### src/rtl/mdu_iter_if.sv
// rtl/mdu_iter_if.sv - request/result handshake bundle for the iterative multiply/divide unit
interface mdu_iter_if #(
    parameter int WORD_WIDTH = 32
);
    logic                  valid_i;
    logic                  ready_o;
    logic [2:0]            operator_i;
    logic [WORD_WIDTH-1:0] operand_a_i;
    logic [WORD_WIDTH-1:0] operand_b_i;
    logic                  kill_i;
    logic                  valid_o;
    logic                  ready_i;
    logic [WORD_WIDTH-1:0] result_o;

    modport master (
        output valid_i, operator_i, operand_a_i, operand_b_i, kill_i, ready_i,
        input  ready_o, valid_o, result_o
    );

    modport slave (
        input  valid_i, operator_i, operand_a_i, operand_b_i, kill_i, ready_i,
        output ready_o, valid_o, result_o
    );
endinterface

### src/rtl/mdu_iter.sv
// rtl/mdu_iter.sv - iterative RV32M multiply/divide: shift-add multiply, restoring divide
// Operands are reduced to magnitudes at accept; the sign is reapplied in FIX.
module mdu_iter #(
    parameter int WORD_WIDTH = 32,
    parameter bit EARLY_OUT  = 1'b1
) (
    input  logic        clk,
    input  logic        rst_n,
    mdu_iter_if.slave   bus
);
    localparam int W  = WORD_WIDTH;
    localparam int CW = $clog2(W);
    localparam logic [CW-1:0] LAST     = CW'(W - 1);
    localparam logic [W-1:0]  MOST_NEG = {1'b1, {(W-1){1'b0}}};

    typedef enum logic [1:0] {IDLE, CALC, FIX, DONE} state_t;

    state_t         state_q, state_d;
    logic [CW-1:0]  cnt_q, cnt_d;
    logic [2:0]     op_q, op_d;
    logic           neg_q, neg_d;
    logic [W-1:0]   m_q, m_d;
    logic [2*W-1:0] acc_q, acc_d;
    logic           valid_o_q, valid_o_d;
    logic           ready_o_q, ready_o_d;
    logic [W-1:0]   result_o_q, result_o_d;

    logic           is_div_in, sgn_a_in, sgn_b_in, neg_a, neg_b, b_zero, ovf, early;
    logic [W-1:0]   a_mag, b_mag, early_res, div_sel, fix_val;
    logic [W:0]     mul_sum, rem_sh, diff;
    logic [2*W-1:0] mul_next, div_next, prod;

    always_comb begin
        is_div_in = bus.operator_i[2];
        sgn_a_in  = is_div_in ? ~bus.operator_i[0] : (bus.operator_i != 3'b011);
        sgn_b_in  = is_div_in ? ~bus.operator_i[0] : ~bus.operator_i[1];
        neg_a     = sgn_a_in & bus.operand_a_i[W-1];
        neg_b     = sgn_b_in & bus.operand_b_i[W-1];
        a_mag     = neg_a ? -bus.operand_a_i : bus.operand_a_i;
        b_mag     = neg_b ? -bus.operand_b_i : bus.operand_b_i;
        b_zero    = (bus.operand_b_i == '0);
        ovf       = is_div_in & ~bus.operator_i[0] & (bus.operand_a_i == MOST_NEG)
                    & (bus.operand_b_i == '1);
        early     = EARLY_OUT & is_div_in & (b_zero | ovf);
        if (b_zero) early_res = bus.operator_i[1] ? bus.operand_a_i : '1;
        else        early_res = bus.operator_i[1] ? '0 : bus.operand_a_i;

        // Multiply: add the multiplicand into the high half, shift right.
        mul_sum  = {1'b0, acc_q[2*W-1:W]} + (acc_q[0] ? {1'b0, m_q} : '0);
        mul_next = {mul_sum, acc_q[W-1:1]};
        // Divide: {remainder, quotient} shifts left, subtract when it fits.
        rem_sh   = acc_q[2*W-1:W-1];
        diff     = rem_sh - {1'b0, m_q};
        div_next = diff[W] ? {rem_sh[W-1:0], acc_q[W-2:0], 1'b0}
                           : {diff[W-1:0],   acc_q[W-2:0], 1'b1};

        prod    = neg_q ? -acc_q : acc_q;
        div_sel = op_q[1] ? acc_q[2*W-1:W] : acc_q[W-1:0];
        if (op_q[2])              fix_val = neg_q ? -div_sel : div_sel;
        else if (op_q[1:0] == '0) fix_val = prod[W-1:0];
        else                      fix_val = prod[2*W-1:W];

        state_d    = state_q;
        cnt_d      = cnt_q;
        op_d       = op_q;
        neg_d      = neg_q;
        m_d        = m_q;
        acc_d      = acc_q;
        valid_o_d  = valid_o_q;
        result_o_d = result_o_q;

        case (state_q)
            IDLE: begin
                if (bus.valid_i && ready_o_q && !bus.kill_i) begin
                    op_d  = bus.operator_i;
                    cnt_d = '0;
                    // A zero divisor yields an all-ones quotient whatever the dividend sign.
                    neg_d = (is_div_in & bus.operator_i[1]) ? neg_a
                          : (neg_a ^ neg_b) & ~(is_div_in & b_zero);
                    m_d   = is_div_in ? b_mag : a_mag;
                    acc_d = {{W{1'b0}}, (is_div_in ? a_mag : b_mag)};
                    if (early) begin
                        state_d    = DONE;
                        valid_o_d  = 1'b1;
                        result_o_d = early_res;
                    end else begin
                        state_d = CALC;
                    end
                end
            end
            CALC: begin
                if (bus.kill_i) begin
                    state_d = IDLE;
                    cnt_d   = '0;
                end else begin
                    acc_d = op_q[2] ? div_next : mul_next;
                    if (cnt_q == LAST) begin
                        state_d = FIX;
                        cnt_d   = '0;
                    end else begin
                        cnt_d = cnt_q + CW'(1);
                    end
                end
            end
            FIX: begin
                if (bus.kill_i) begin
                    state_d = IDLE;
                end else begin
                    state_d    = DONE;
                    result_o_d = fix_val;
                end
            end
            default: begin
                if (bus.kill_i || (valid_o_q && bus.ready_i)) begin
                    state_d   = IDLE;
                    valid_o_d = 1'b0;
                end else begin
                    valid_o_d = 1'b1;
                end
            end
        endcase

        ready_o_d = (state_d == IDLE);
    end

    always_ff @(posedge clk) begin
        if (!rst_n) begin
            state_q    <= IDLE;
            cnt_q      <= '0;
            op_q       <= '0;
            neg_q      <= 1'b0;
            m_q        <= '0;
            acc_q      <= '0;
            valid_o_q  <= 1'b0;
            ready_o_q  <= 1'b1;
            result_o_q <= '0;
        end else begin
            state_q    <= state_d;
            cnt_q      <= cnt_d;
            op_q       <= op_d;
            neg_q      <= neg_d;
            m_q        <= m_d;
            acc_q      <= acc_d;
            valid_o_q  <= valid_o_d;
            ready_o_q  <= ready_o_d;
            result_o_q <= result_o_d;
        end
    end

    assign bus.ready_o  = ready_o_q;
    assign bus.valid_o  = valid_o_q;
    assign bus.result_o = result_o_q;
endmodule

### src/flat_wrapper.sv
// flat-port wrapper written by rule: the top's interface ports become plain ports
module mdu_iter_flat 
#(
    parameter int WORD_WIDTH = 32,
    parameter bit EARLY_OUT  = 1'b1
)
  (clk, rst_n, bus_valid_i, bus_operator_i, bus_operand_a_i, bus_operand_b_i, bus_kill_i, bus_ready_i, bus_ready_o, bus_valid_o, bus_result_o);
  mdu_iter_if #(.WORD_WIDTH(WORD_WIDTH)) bus_i ();
  input  logic clk;
  input  logic rst_n;
  input wire logic [$bits(bus_i.valid_i)-1:0] bus_valid_i;
  input wire logic [$bits(bus_i.operator_i)-1:0] bus_operator_i;
  input wire logic [$bits(bus_i.operand_a_i)-1:0] bus_operand_a_i;
  input wire logic [$bits(bus_i.operand_b_i)-1:0] bus_operand_b_i;
  input wire logic [$bits(bus_i.kill_i)-1:0] bus_kill_i;
  input wire logic [$bits(bus_i.ready_i)-1:0] bus_ready_i;
  output wire logic [$bits(bus_i.ready_o)-1:0] bus_ready_o;
  output wire logic [$bits(bus_i.valid_o)-1:0] bus_valid_o;
  output wire logic [$bits(bus_i.result_o)-1:0] bus_result_o;
  assign bus_i.valid_i = bus_valid_i;
  assign bus_i.operator_i = bus_operator_i;
  assign bus_i.operand_a_i = bus_operand_a_i;
  assign bus_i.operand_b_i = bus_operand_b_i;
  assign bus_i.kill_i = bus_kill_i;
  assign bus_i.ready_i = bus_ready_i;
  assign bus_ready_o = bus_i.ready_o;
  assign bus_valid_o = bus_i.valid_o;
  assign bus_result_o = bus_i.result_o;
  mdu_iter #(.WORD_WIDTH(WORD_WIDTH), .EARLY_OUT(EARLY_OUT)) u_core (.clk(clk), .rst_n(rst_n), .bus(bus_i));
endmodule
### config.mk
export PLATFORM = sky130hd
export DESIGN_NAME = mdu_iter_flat
export DESIGN_NICKNAME = d
export VERILOG_FILES = /design/src/rtl/mdu_iter_if.sv /design/src/rtl/mdu_iter.sv /design/src/flat_wrapper.sv
export SDC_FILE = /design/constraint.sdc
export NUM_CORES = 1
export LEC_CHECK = 0
export ABC_AREA = 0
export BUFFER_PORTS_ARGS = -buffer_cell sky130_fd_sc_hd__buf_2
export CAP_MARGIN = 20
export CORE_MARGIN = 10
export CORE_UTILIZATION = 42
export DETAILED_ROUTE_END_ITERATION = 8
export PLACE_DENSITY_LB_ADDON = 0.08
export SYNTH_ARGS = -nofsm -noshare
export SYNTH_HDL_FRONTEND = slang
export SYNTH_SLANG_ARGS = --single-unit
### constraint.sdc
create_clock -name clk -period 7.3 [get_ports clk]
set_input_delay 1.46 -clock clk [delete_from_list [all_inputs] [get_ports clk]]
set_output_delay 1.46 -clock clk [all_outputs]
set_load 0.05 [all_outputs]
Word-level counts from Yosys, hierarchy flattened
Index checks and enable logic that the tools add are counted.
{ "totals": {"ff_bits": 141, "in_bits": 72, "out_inout_bits": 34, "elab_cells": 98} }
{ "classes": {"add_sub_neg": 7, "n_eq_ne": 10, "n_mux": 40, "n_bitwise": 15, "reduce_logical": 17} }
{ "op_table": {"columns": ["op", "n"], "rows": [
  ["$mux 32", 15],
  ["$mux 64", 5],
  ["$pmux 64 s2", 1],
  ["$neg 32->32", 3],
  ["$eq 32x32->1 const B", 2],
  ["$neg 64->64", 1],
  ["$pmux 32 s2", 1],
  ["$add 32x33->33", 1],
  ["$sub 33x32->33", 1],
  ["$logic_not 32->1", 1],
  ["$mux 5", 3],
  ["$mux 2", 6],
  ["$pmux 5 s2", 1],
  ["$and 1x1->1", 9],
  ["$logic_not 2->1", 3],
  ["$mux 1", 6],
  ["$pmux 2 s3", 1],
  ["$reduce_and 3->1", 2],
  ["$add 5x1->5 const B", 1],
  ["$eq 5x5->1 const B", 1],
  ["$ne 2x1->1 const B", 2],
  ["$ne 2x2->1 const B", 2],
  ["$not 1->1", 4],
  ["$reduce_and 2->1", 2],
  ["other kinds (12)", 15]
]} }

Logic depth before layout (Yosys ltp)
Gate-level depths: netlist (run 1).
{ "logic_depth": {"depth_word": 10, "mapped_depth": 16} }

Worst setup path after synthesis (run 1)
No wires, ideal clock.
{ "synth_timing": {"path_kind": "reg2reg", "start": "register u_core.op_q[1]", "end": "register u_core.result_o_q[28], in the netlist u_core.bus.result_o[28]", "arrival_ns": 4.454, "t_required_ns": 7.168, "setup_slack_ns": 2.714, "stages_incl_launch_ff": 17, "path_buffers": 6, "synth_period_minus_slack_ns": 4.586, "path_cell_list": "dfxtp_1 buf_2 buf_2 buf_1 clkbuf_1 clkbuf_1 buf_1 mux2i_1 ha_1 o221ai_1 or4b_2 nand2b_1 o31ai_1 xnor2_1 o2bb2ai_1 a211oi_1 nor3_1"} }
{ "synth_between": {"elab_chain_len": 6, "word_cells_on_any_way": 8, "classes_between": "add/sub (1); mux (6); reduce/logical (1)"} }
{ "synth_lines": {"columns": ["item", "line_no", "rtl"], "rows": [
  ["start: declaration", "mdu_iter.sv:20", "logic [2:0] op_q, op_d;"],
  ["start signal: assignment", "mdu_iter.sv:140", "op_q <= op_d;"],
  ["$mux 32", "mdu_iter.sv:58", "div_sel = op_q[1] ? acc_q[2*W-1:W] : acc_q[W-1:0];"],
  ["$neg 32->32", "mdu_iter.sv:59", "if (op_q[2]) fix_val = neg_q ? -div_sel : div_sel;"],
  ["$mux 32", "mdu_iter.sv:59", null],
  ["$mux 32 (*)", "mdu_iter.sv:59", null],
  ["$mux 32 (*)", "mdu_iter.sv:106", "if (bus.kill_i) begin"],
  ["$pmux 32 s2 (*)", "mdu_iter.sv:72", "case (state_q)"],
  ["end signal: assignment", "mdu_iter.sv:146", "result_o_q <= result_o_d;"],
  ["end: declaration", "mdu_iter.sv:26", "logic [W-1:0] result_o_q, result_o_d;"]
]} }
Mark *: on every way between the ends. The rest lies on a longest branch, timed or not. The select of a mux whose other input is x is not followed.
A chain may end at the register's enable or synchronous reset.

Worst setup path in the final report (run 1)
{ "layout_timing": {"start": "input bus_operand_b_i[12]", "end": "register u_core.result_o_q[4], in the netlist u_core.bus.result_o[4]"} }
{ "layout_between": {"elab_chain_len": 6, "word_cells_on_any_way": 11, "classes_between": "eq/ne (2); mux (4); bitwise (3); reduce/logical (2)"} }
{ "layout_lines": {"columns": ["item", "line_no", "rtl"], "rows": [
  ["start: declaration", "flat_wrapper.sv:14", "input wire logic [$bits(bus_i.operand_b_i)-1:0] bus_operand_b_i;"],
  ["$eq 32x32->1", "mdu_iter.sv:43", "& (bus.operand_b_i == '1);"],
  ["$and 1x1->1", "mdu_iter.sv:43", null],
  ["$or 1x1->1", "mdu_iter.sv:44", "early = EARLY_OUT & is_div_in & (b_zero | ovf);"],
  ["$and 1x1->1", "mdu_iter.sv:44", null],
  ["$ne 2x1->1 (no line)", null, null],
  ["$reduce_and 4->1 (no line)", null, null]
]} }
Several ways; a longest one is shown, not always the timed one. The select of a mux whose other input is x is not followed.

==> impl_results.md, run 1 <==
- Status: finished, final reports clean
- Post-DP Area: roughly 0.017 mm^2
- Postcts setup bufs: 0
- Setup tns final: 0 ps
- Setup Skew: ~13 ps
- Core footprint: around 0.038 mm^2
- Metal2 WL: roughly 30,000 um
- Share of cells above drive strength 1: a little over a tenth
- Bufs on Longest Clock Path: 2
- Fin area: between 0.015 and 0.02 mm^2
- Period utilisation layout: 62.53%
- Number of global-route vias before repair: ~16,000
- Global-route wire length before repair: a little over 100,000 um
- Worst VDD drop: between 0.15 and 0.2 mV
- Number of flops mapped to enable cells by yosys: 0
- GRT Overall Usage: between 20% and 30%
- HPWL Detailed: around 53,000 um
- Pwr dens: 164.7 mW/mm^2
- Clock power frac: 31.2%
- Max Clock Freq: around 220 MHz
- Wl on met1: ~30,000 um
- Count leader, synth: nor2_1
- Critical path endpoint: u_core.bus.result_o[4]$_SDFFE_PN0P_
- Clk root buf: clkbuf_16
- Reg-to-reg critical path startpoint: u_core.acc_q[32]$_SDFFE_PN0P_
- Post-synthesis instance total: approximately 2,300
- Max FO, Critical Path: 24
- Share of total power in combinational logic: between 30% and 40%
- Die Y: around 210 um
- Synth top area cells: dfxtp_1, a21oi_1, ha_1
- Worst reg2reg endpoint: u_core.acc_q[57]$_SDFFE_PN0P_
- Synthesized cell area: ~0.016 mm^2
- HP Class: reg2reg
- H-tree levels: 4
- First-pass DRT Iterations: 6
- FF+latch area: between 0.002 and 0.003 mm^2
- Top-area cell type share of the netlist area: between 15 and 20%
- Sw Share: approximately 42%
- DRT Wirelength: just under 70,000 um
- Fillers: between 3,000 and 4,000
- Antenna viol nets, final: 0
- CP Launch Type: input pin
- Synth Register Bits: 141
- Met3 routed WL: around 5700 um
- Grt ovf: 0
- Max-slew violation count: 0
- Io pins: ~110
- Leak: approximately 6.7 nW
- Top Layer Used: met5
- Syn nets: 2,399
- Critical path startpoint: bus_operand_b_i[12]
- Starting Density: 42.47%
- Top_reg_cell synth: dfxtp_1
- Placement row count: about 70
- Slew HR: 31.37%
- Diodes inserted: 0
- Worst-Skew Late Latency: about 460 ps
- Synth top cells by count: nor2_1, a21oi_1, nand2_1, clkbuf_1, o21ai_0
- CTS Hold Bufs: 0
- Switching power: roughly 1.2 mW
- # clock sinks: approximately 140
- Synthesized area per cell: ~7.1 um^2
- Final hold vios: 0
- Die area: roughly 0.046 mm^2
- Internal power: around 1.6 mW
- # nets final: about 2,400
- Max-cap viol count: 0
- Seq/Total Area, Yosys: 17.69%
- Port bufs: approximately 110
- DR WL/cell: roughly 25 um
- Reg2reg path depth: 12
- Via count: around 17,000
- Initial antenna violation count: 3
- RSZ-0062 raised after global routing: no
- GPL Wtd Cong: between 0.9 and 1
- CP Data Arrival Time: ~5000 ps
- DRT iter0 DRCs: ~2,000
- Vias per cell: 6.352
- DRC: 0
- Final Setup Violations: 0
- Setup crit end kind: flip-flop
- Slew @ Worst Pin: approximately 1000 ps
- Req. time, crit path: around 7700 ps
- Clock period minus worst slack: ~4600 ps
- Dpl cells: about 2,700
- Die Span X: approximately 210 um
- Worst R2R Setup Slack: about 2900 ps
- Multi-input gate area: between 0.01 and 0.015 mm^2
- CTS tree: yes
- CTS Buf Count: 17
- Post-CTS sizing: 0
- Final cell count without fillers: 2,743
- Area leader, netlist: dfxtp_1
- Largest net degree at the start of global routing: 77
- Layout Area Growth over Synthesis: 8.090%
- Distinct cells, synth: 80
- Reg power frac: approximately a third
- Worst-path clk slew: approximately 80 ps
- Ys Warns: 0
- Util after Layout: about 46%
- Synth async-reset ratio: 0%
- Critical setup path kind: in2reg
sequential cells by signal, indices dropped and copies added (netlist names):
name,flops
u_core.acc_q,64
u_core.bus.result_o,32
u_core.m_q,32
u_core.cnt_q,5
u_core.op_q,3
u_core.state_q,2
u_core.bus.ready_o,1
u_core.bus.valid_o,1
u_core.neg_q,1
logic make-up after synthesis:
kind of cell	count (synthesis)	share of synthesized area [%]
AO/OA/AOI/OAI	705	28.42
multiplexers	114	7.432
XOR/XNOR	194	10.65
AND/OR/NAND/NOR	741	21.96
adder cells (fa/ha/maj)	105	7.887
buffers and inverters	250	5.974
flip-flops	141	17.69
worst min path at each step:
stage | from | to | slack (ps) | cells after the start
2_1_floorplan | u_core.m_q[25]$_SDFFE_PN0P_ | u_core.m_q[25]$_SDFFE_PN0P_ | 430 | 2
3_3_place_gp | u_core.m_q[19]$_SDFFE_PN0P_ | u_core.m_q[19]$_SDFFE_PN0P_ | 440 | 2
3_5_place_dp | u_core.m_q[21]$_SDFFE_PN0P_ | u_core.m_q[21]$_SDFFE_PN0P_ | 450 | 2
4_1_cts | u_core.m_q[21]$_SDFFE_PN0P_ | u_core.m_q[21]$_SDFFE_PN0P_ | 460 | 2
5_1_grt | u_core.m_q[21]$_SDFFE_PN0P_ | u_core.m_q[21]$_SDFFE_PN0P_ | 480 | 2
6_report | u_core.m_q[21]$_SDFFE_PN0P_ | u_core.m_q[21]$_SDFFE_PN0P_ | 460 | 2
area by class of cell:
type	count	area share, %
inverters	68	1.480
flip-flops and latches	141	16.38
clock inverters	15	0.8268
well taps	511	3.706
multi-input cells	1859	70.92
clock buffers	17	2.466
repair buffers	132	4.221
power by group through the flow:
stage / Clock [mW] / Sequential (mW) / Combinational (mW)
after floorplan: 0 / 0.837 / 0.762
after global placement: 0 / 0.904 / 1.03
after detailed placement: 0 / 0.905 / 1.03
after CTS: 0.891 / 0.887 / 1.04
after global routing: 0.926 / 0.896 / 1.15
final: 0.886 / 0.894 / 1.06
critical path: stages:
cell and delay [ps]:
buf_2 130, or4_1 560, or4_1 580, or3_1 450, nor2_1 120, buf_4 260
o211ai_1 280, mux2_2 540, a2111oi_0 380, a21oi_1 70, nor2_1 90
cell usage in the layout (no fill, tap or decap), drive strengths merged, types with 21 or more instances in the layout:
cell type / instances
mux2i: 78
o21ai: 155
mux2: 36
buf: 132
xor2: 96
a21oi: 206
inv: 76
maj3: 28
nor2: 249
nand2: 188
a211oi: 73
nor3: 73
o31ai: 32
xnor2: 98
dfxtp: 141
nand3: 45
a22oi: 21
o211ai: 29
a21o: 27
ha: 75
nand4: 25
o41ai: 22
stage by stage:
stage               total power [mW]  setup WS [ps]  hold slack, ps
global placement               1.936           2394           441.3
global route                   2.969           2563           480.9
finish                         2.842           2735           463.8
detailed placement             1.939           2373           454.1
floorplan                      1.599           2714           431.9
CTS                            2.817           2845           462.7
metal layers:
layer	global-route usage, %	up-vias
li1	-	8159
met1	38.23	8290
met2	42.57	822
met3	5.506	147
met4	12.74	6
met5	0	-
Power figures use the tool's default switching activity.
==> run 2, diff against run 1 <==
==> constraint.sdc (replaced) <==
create_clock -name clk -period 3.7 [get_ports clk]
set_input_delay 0.74 -clock clk [delete_from_list [all_inputs] [get_ports clk]]
set_output_delay 0.74 -clock clk [all_outputs]
set_load 0.05 [all_outputs]
==> run 2 against run 1 <==
Effect of this change:
- final area grew 8.7%
- highest routed layer is now met4
- first-iteration DRC count grew 4.6%
- critical path type is now reg2reg
- hold slack lost 10 ps
- register-to-register slack lost 2800 ps
==> impl_results.md, run 2 (synthesis results as in run 1) <==
- Req. time, crit path: a little over 4000 ps
- Max-cap viol count: 0
- Pwr dens: 318.9 mW/mm^2
- HPWL Detailed: approximately 58,000 um
- DR WL/cell: ~25 um
- Setup Skew: around 11 ps
- Met3 routed WL: 6157 um
- Period utilisation layout: 98.15%
- Layout Area Growth over Synthesis: 17.50%
- HP Class: reg2reg
- Sw Share: between 40% and 50%
- Top reg by flops: u_core.acc_q
- Final Setup Violations: 0
- Port bufs: between 100 and 150
- Top Layer Used: met4
- Worst-Skew Late Latency: ~450 ps
- Dpl cells: just under 3,000
- Final cell count without fillers: about 2,900
- Leak: 7.620 nW
- CTS Hold Bufs: 0
- Die area: 0.04620 mm^2
- Vias per cell: 6.252
- Setup crit end kind: flip-flop
- Fillers: 3,877
- DRT Wirelength: a little over 70,000 um
- Global-route wire length before repair: between 100,000 and 150,000 um
- CTS tree: yes
- First-pass DRT Iterations: 6
- DRT iter0 DRCs: 2,131
- Clock power frac: ~30%
- Diodes inserted: 0
- H-tree levels: 4
- Clock period minus worst slack: 3632 ps
- Reg power frac: 27.8%
- Critical setup path kind: reg2reg
- Switching power: between 2 and 2.5 mW
- Max FO, Critical Path: 8
- Antenna viol nets, final: 0
- Die Span X: about 210 um
- Die Y: about 210 um
- Most frequent cells in the layout: nor2_1, a21oi_1, buf_4
- CP Data Arrival Time: about 4000 ps
- GRT Overall Usage: 29.77%
- Status: finished, final reports clean
- Initial antenna violation count: 0
- Share of total power in combinational logic: a little over two fifths
- Final hold vios: 0
- Via count: ~18,000
- Commonest non-fill, non-tap cell in the layout: nor2_1
- DRC: 0
- Setup tns final: 0 ps
- # clock sinks: between 100 and 150
- Slew HR: a little over a third
- Clk root buf: clkbuf_16
- Number of global-route vias before repair: ~17,000
- Grt ovf: 0
- Max-slew violation count: 0
- Placement row count: slightly above 70
- Bufs on Longest Clock Path: 2
- Largest net degree at the start of global routing: 90
- CP Launch Type: flip-flop
- GPL Wtd Cong: 1.028
- Max Clock Freq: around 280 MHz
- Wl on met1: 31,700 um
- Core footprint: 0.03758 mm^2
- Io pins: between 100 and 150
- Worst VDD drop: roughly 0.34 mV
- Util after Layout: around half
- Metal2 WL: between 30,000 and 40,000 um
- Share of cells above drive strength 1: roughly 18%
- Slew @ Worst Pin: about 950 ps
- Max FFs per register: 64
- CTS Buf Count: 17
- Internal power: roughly 3.5 mW
- # nets final: between 2,000 and 3,000
- Starting Density: between 40% and 50%
- Worst-path clk slew: 70 ps
==> run 2: cell types whose count changed in the layout (fill, tap and decap cells not counted), sizes merged <==
| cell | before | now |
|---|---|---|
| buf | 132 | 305 |
| clkinv | 5 | 6 |
==> run 2: layer usage <==
metal	global-route usage, %	vias up
li1	-	8508
met1	40.07	8735
met2	45.64	860
met3	6.390	134
met4	11.11	0
met5	0	-
==> run 2: critical path, cell delays in order (launching register included) <==
cell and delay (ps):
dfxtp_1 330, inv_1 60, ha_2 200, fa_2 400, nor2b_4 140, o2111ai_2 140
a211oi_2 280, buf_4 180, o2111ai_2 150, buf_6 180, a221o_1 360, a211oi_4 300
buf_12 190, buf_12 140, mux2i_1 190, a21oi_1 80, a21o_1 170
==> run 2: layout make-up <==
class | count | area [um^2] | share of cell area [%]
repair buffers | 305 | 2143 | 11.43
repair inverters | 1 | 5.005 | 0.02669
multi-input cells | 1859 | 12290 | 65.52
well taps | 511 | 639.4 | 3.409
flip-flops and latches | 141 | 2830 | 15.09
clock buffers | 17 | 425.4 | 2.268
inverters | 68 | 259.0 | 1.381
clock inverters | 15 | 163.9 | 0.8740
==> run 2: repair_timing <==
action	4_1_cts	5_1_grt
pin swaps	0	5
gates cloned	0	1
buffers inserted	0	3
endpoints found under the setup margin	11	35
gates resized for setup	1	15
==> run 2: worst paths after layout <==
path	startpoint	end	slack (ps)	depth (start not counted)
setup / recovery	u_core.acc_q[31]$_SDFFE_PN0P_	u_core.acc_q[46]$_SDFFE_PN0P_	70	16
hold / removal	u_core.bus.result_o[10]$_SDFFE_PN0P_	u_core.bus.result_o[10]$_SDFFE_PN0P_	450	2
setup reg to reg	u_core.acc_q[31]$_SDFFE_PN0P_	u_core.acc_q[46]$_SDFFE_PN0P_	70	16
hold reg to reg	u_core.bus.result_o[10]$_SDFFE_PN0P_	u_core.bus.result_o[10]$_SDFFE_PN0P_	450	2
==> run 2: stage by stage <==
step	total power [mW]	hold WS, ps	setup slack [ps]	area (um^2)
finish	5.980	453.5	68.34	18750
global route	6.212	464.6	-70.52	18750
CTS	5.887	452.6	1.870	18670
detailed placement	4.144	443.2	-143.4	18070
global placement	4.139	441.9	-50.08	18070
floorplan	3.161	431.9	52.37	15990
==> run 2: power groups by stage <==
stage          clock network [mW]  registers [mW]  logic (mW)
2_1_floorplan                   0            1.65        1.51
3_3_place_gp                    0            1.69        2.45
3_5_place_dp                    0            1.69        2.45
4_1_cts                      1.76            1.65        2.47
5_1_grt                      1.82            1.66        2.73
6_report                     1.76            1.66        2.56
==> run 3, diff against run 2 <==
==> constraint.sdc (replaced) <==
create_clock -name clk -period 4.4 [get_ports clk]
set_input_delay 0.88 -clock clk [delete_from_list [all_inputs] [get_ports clk]]
set_output_delay 0.88 -clock clk [all_outputs]
set_load 0.05 [all_outputs]
==> run 3 against run 2 <==
Effect of this change:
- maximum frequency fell by 12%
- cell count shrank 4.1%
- non-clock buffer count fell by 119
- global-route usage decreased by 0.96 points
- flip-flop and latch count stayed put
- clock power down 16%
- first-iteration DRC count rose by 6.9%
- wire length fell by 3.3%
- die area did not move
- total power is 20% lower
- critical path type unchanged
- critical endpoint is now u_core.acc_q[57]$_SDFFE_PN0P_
==> impl_results.md, run 3 (synthesis results as in run 1) <==
- Status: finished, final reports clean
- H-tree levels: 4
- Largest net degree at the start of global routing: 89
- CP Data Arrival Time: approximately 4500 ps
- Die area: around 0.046 mm^2
- CP Launch Type: flip-flop
- Bufs on Longest Clock Path: 2
- Final Worst Setup Slack: about 300 ps
- Max-slew violation count: 0
- DRC: 0
- Period utilisation layout: 93.31%
- Reg2reg path depth: 13
- DR WL/cell: ~25 um
- Worst VDD drop: 0.2956 mV
- Fin area: 0.01767 mm^2
- Worst-Skew Late Latency: around 460 ps
- Final hold vios: 0
- DRT Wirelength: 69,640 um
- Die Span X: around 210 um
- HP Class: reg2reg
- CTS Buf Count: 17
- Post-CTS sizing: 0
- Starting Density: approximately 42%
- Number of global-route vias before repair: ~16,000
- Dpl ws: around 270 ps
- Critical path endpoint: u_core.acc_q[57]$_SDFFE_PN0P_
- Post-DP Area: 0.01709 mm^2
- CTS tree: yes
- Setup crit end kind: flip-flop
- Critical path startpoint: u_core.acc_q[31]$_SDFFE_PN0P_
- Worst-path clk slew: around 80 ps
- Worst reg2reg endpoint: u_core.acc_q[57]$_SDFFE_PN0P_
- HPWL Detailed: between 50,000 and 60,000 um
- Slew HR: 35.29%
- Vias per cell: between 6 and 7
- Clk root buf: clkbuf_16
- Reg-to-reg critical path startpoint: u_core.acc_q[31]$_SDFFE_PN0P_
- Antenna viol nets, final: 0
- Core footprint: 0.03758 mm^2
- Setup tns final: 0 ps
- CTS Hold Bufs: 0
- Layout Area Growth over Synthesis: 10.70%
- Req. time, crit path: about 4800 ps
- Grt ovf: 0
- Die Y: 214.9 um
- Leak: 6.967 nW
- Share of cells above drive strength 1: 12.99%
- Global-route wire length before repair: 103,900 um
- Via count: roughly 18,000
- DRT iter0 DRCs: approximately 2,300
- Worst R2R Setup Slack: slightly below 300 ps
- Max FFs per register: between 60 and 70
- Top reg by flops: u_core.acc_q
- RSZ-0062 raised after global routing: no
- Pwr dens: between 200 and 300 mW/mm^2
- Io pins: roughly 110
- Placement row count: slightly above 70
- # clock sinks: 141
- GPL Wtd Cong: roughly 1
- Setup Skew: between 10 and 15 ps
- Final Setup Violations: 0
- First-pass DRT Iterations: 7
- Diodes inserted: 0
- Max-cap viol count: 0
- Max Clock Freq: 243.6 MHz
- Max FO, Critical Path: 39
- Port bufs: approximately 110
- Postcts setup bufs: 0
- Most frequent cells in the layout: nor2_1, a21oi_1, nand2_1
- Initial antenna violation count: 2
- Clock period minus worst slack: about 4000 ps
- Critical setup path kind: reg2reg
- Slew @ Worst Pin: between 900 and 1000 ps
- GRT Overall Usage: approximately 29%
- # nets final: roughly 2,400
- Commonest non-fill, non-tap cell in the layout: nor2_1
## run 3: worst max-delay path, stage by stage (launching register included)
cell	delay [ps]
dfxtp_1	460
inv_1	130
ha_1	240
fa_1	430
nor2b_1	160
o2111ai_1	170
a211oi_1	450
o2111ai_1	360
a221o_1	500
a211oi_4	260
buf_12	280
mux2i_1	220
nor2_1	60
a221o_1	260
## run 3: how the worst min path moves through the flow
stage	startpoint	endpoint	slack (ps)	depth (start not counted)
after global placement	u_core.m_q[13]$_SDFFE_PN0P_	u_core.m_q[13]$_SDFFE_PN0P_	440	2
final	u_core.bus.result_o[19]$_SDFFE_PN0P_	u_core.bus.result_o[19]$_SDFFE_PN0P_	450	2
after detailed placement	u_core.bus.result_o[19]$_SDFFE_PN0P_	u_core.bus.result_o[19]$_SDFFE_PN0P_	450	2
after global routing	u_core.bus.result_o[19]$_SDFFE_PN0P_	u_core.bus.result_o[19]$_SDFFE_PN0P_	470	2
after CTS	u_core.bus.result_o[19]$_SDFFE_PN0P_	u_core.bus.result_o[19]$_SDFFE_PN0P_	460	2
after floorplan	u_core.m_q[25]$_SDFFE_PN0P_	u_core.m_q[25]$_SDFFE_PN0P_	430	2
## run 3: power by group
| part | switching, mW | leakage [nW] | internal [mW] |
|---|---|---|---|
| registers | 0.0998 | 1.15 | 1.33 |
| clock network | 0.723 | 0.282 | 0.754 |
| logic | 1.21 | 5.54 | 0.688 |
| total | 2.04 | 6.97 | 2.77 |
## run 3: per-stage QoR
| step | utilization, % | hold slack, ps | power, mW | instances |
|---|---|---|---|---|
| global placement | 45.48 | 443.2 | 3.303 | 2765 |
| detailed placement | 45.48 | 446.2 | 3.301 | 2765 |
| finish | 47.02 | 453.4 | 4.812 | 2797 |
| global route | 47.02 | 474.8 | 5.011 | 2797 |
| CTS | 47.02 | 455.7 | 4.770 | 2797 |
| floorplan | - | 431.9 | 2.653 | 2250 |
## run 3: metal layers
layer / track usage [%] / share of wire [%] / vias to the layer above
met5: 0 / 0.030 / -
li1: - / - / 8288
met1: 38.90 / 44 / 8532
met3: 6.362 / 9.0 / 130
met4: 10.68 / 3.7 / 4
met2: 43.88 / 43 / 851
## run 3: final cells by class
type	instances	area (um^2)
Clock buffer	17	425.4
Multi-Input combinational cell	1859	12220
Inverter	68	255.2
Sequential cell	141	2826
Fill cell	3943	19910
Tap cell	511	639.4
Timing Repair Buffer	186	1146
Clock inverter	15	151.4
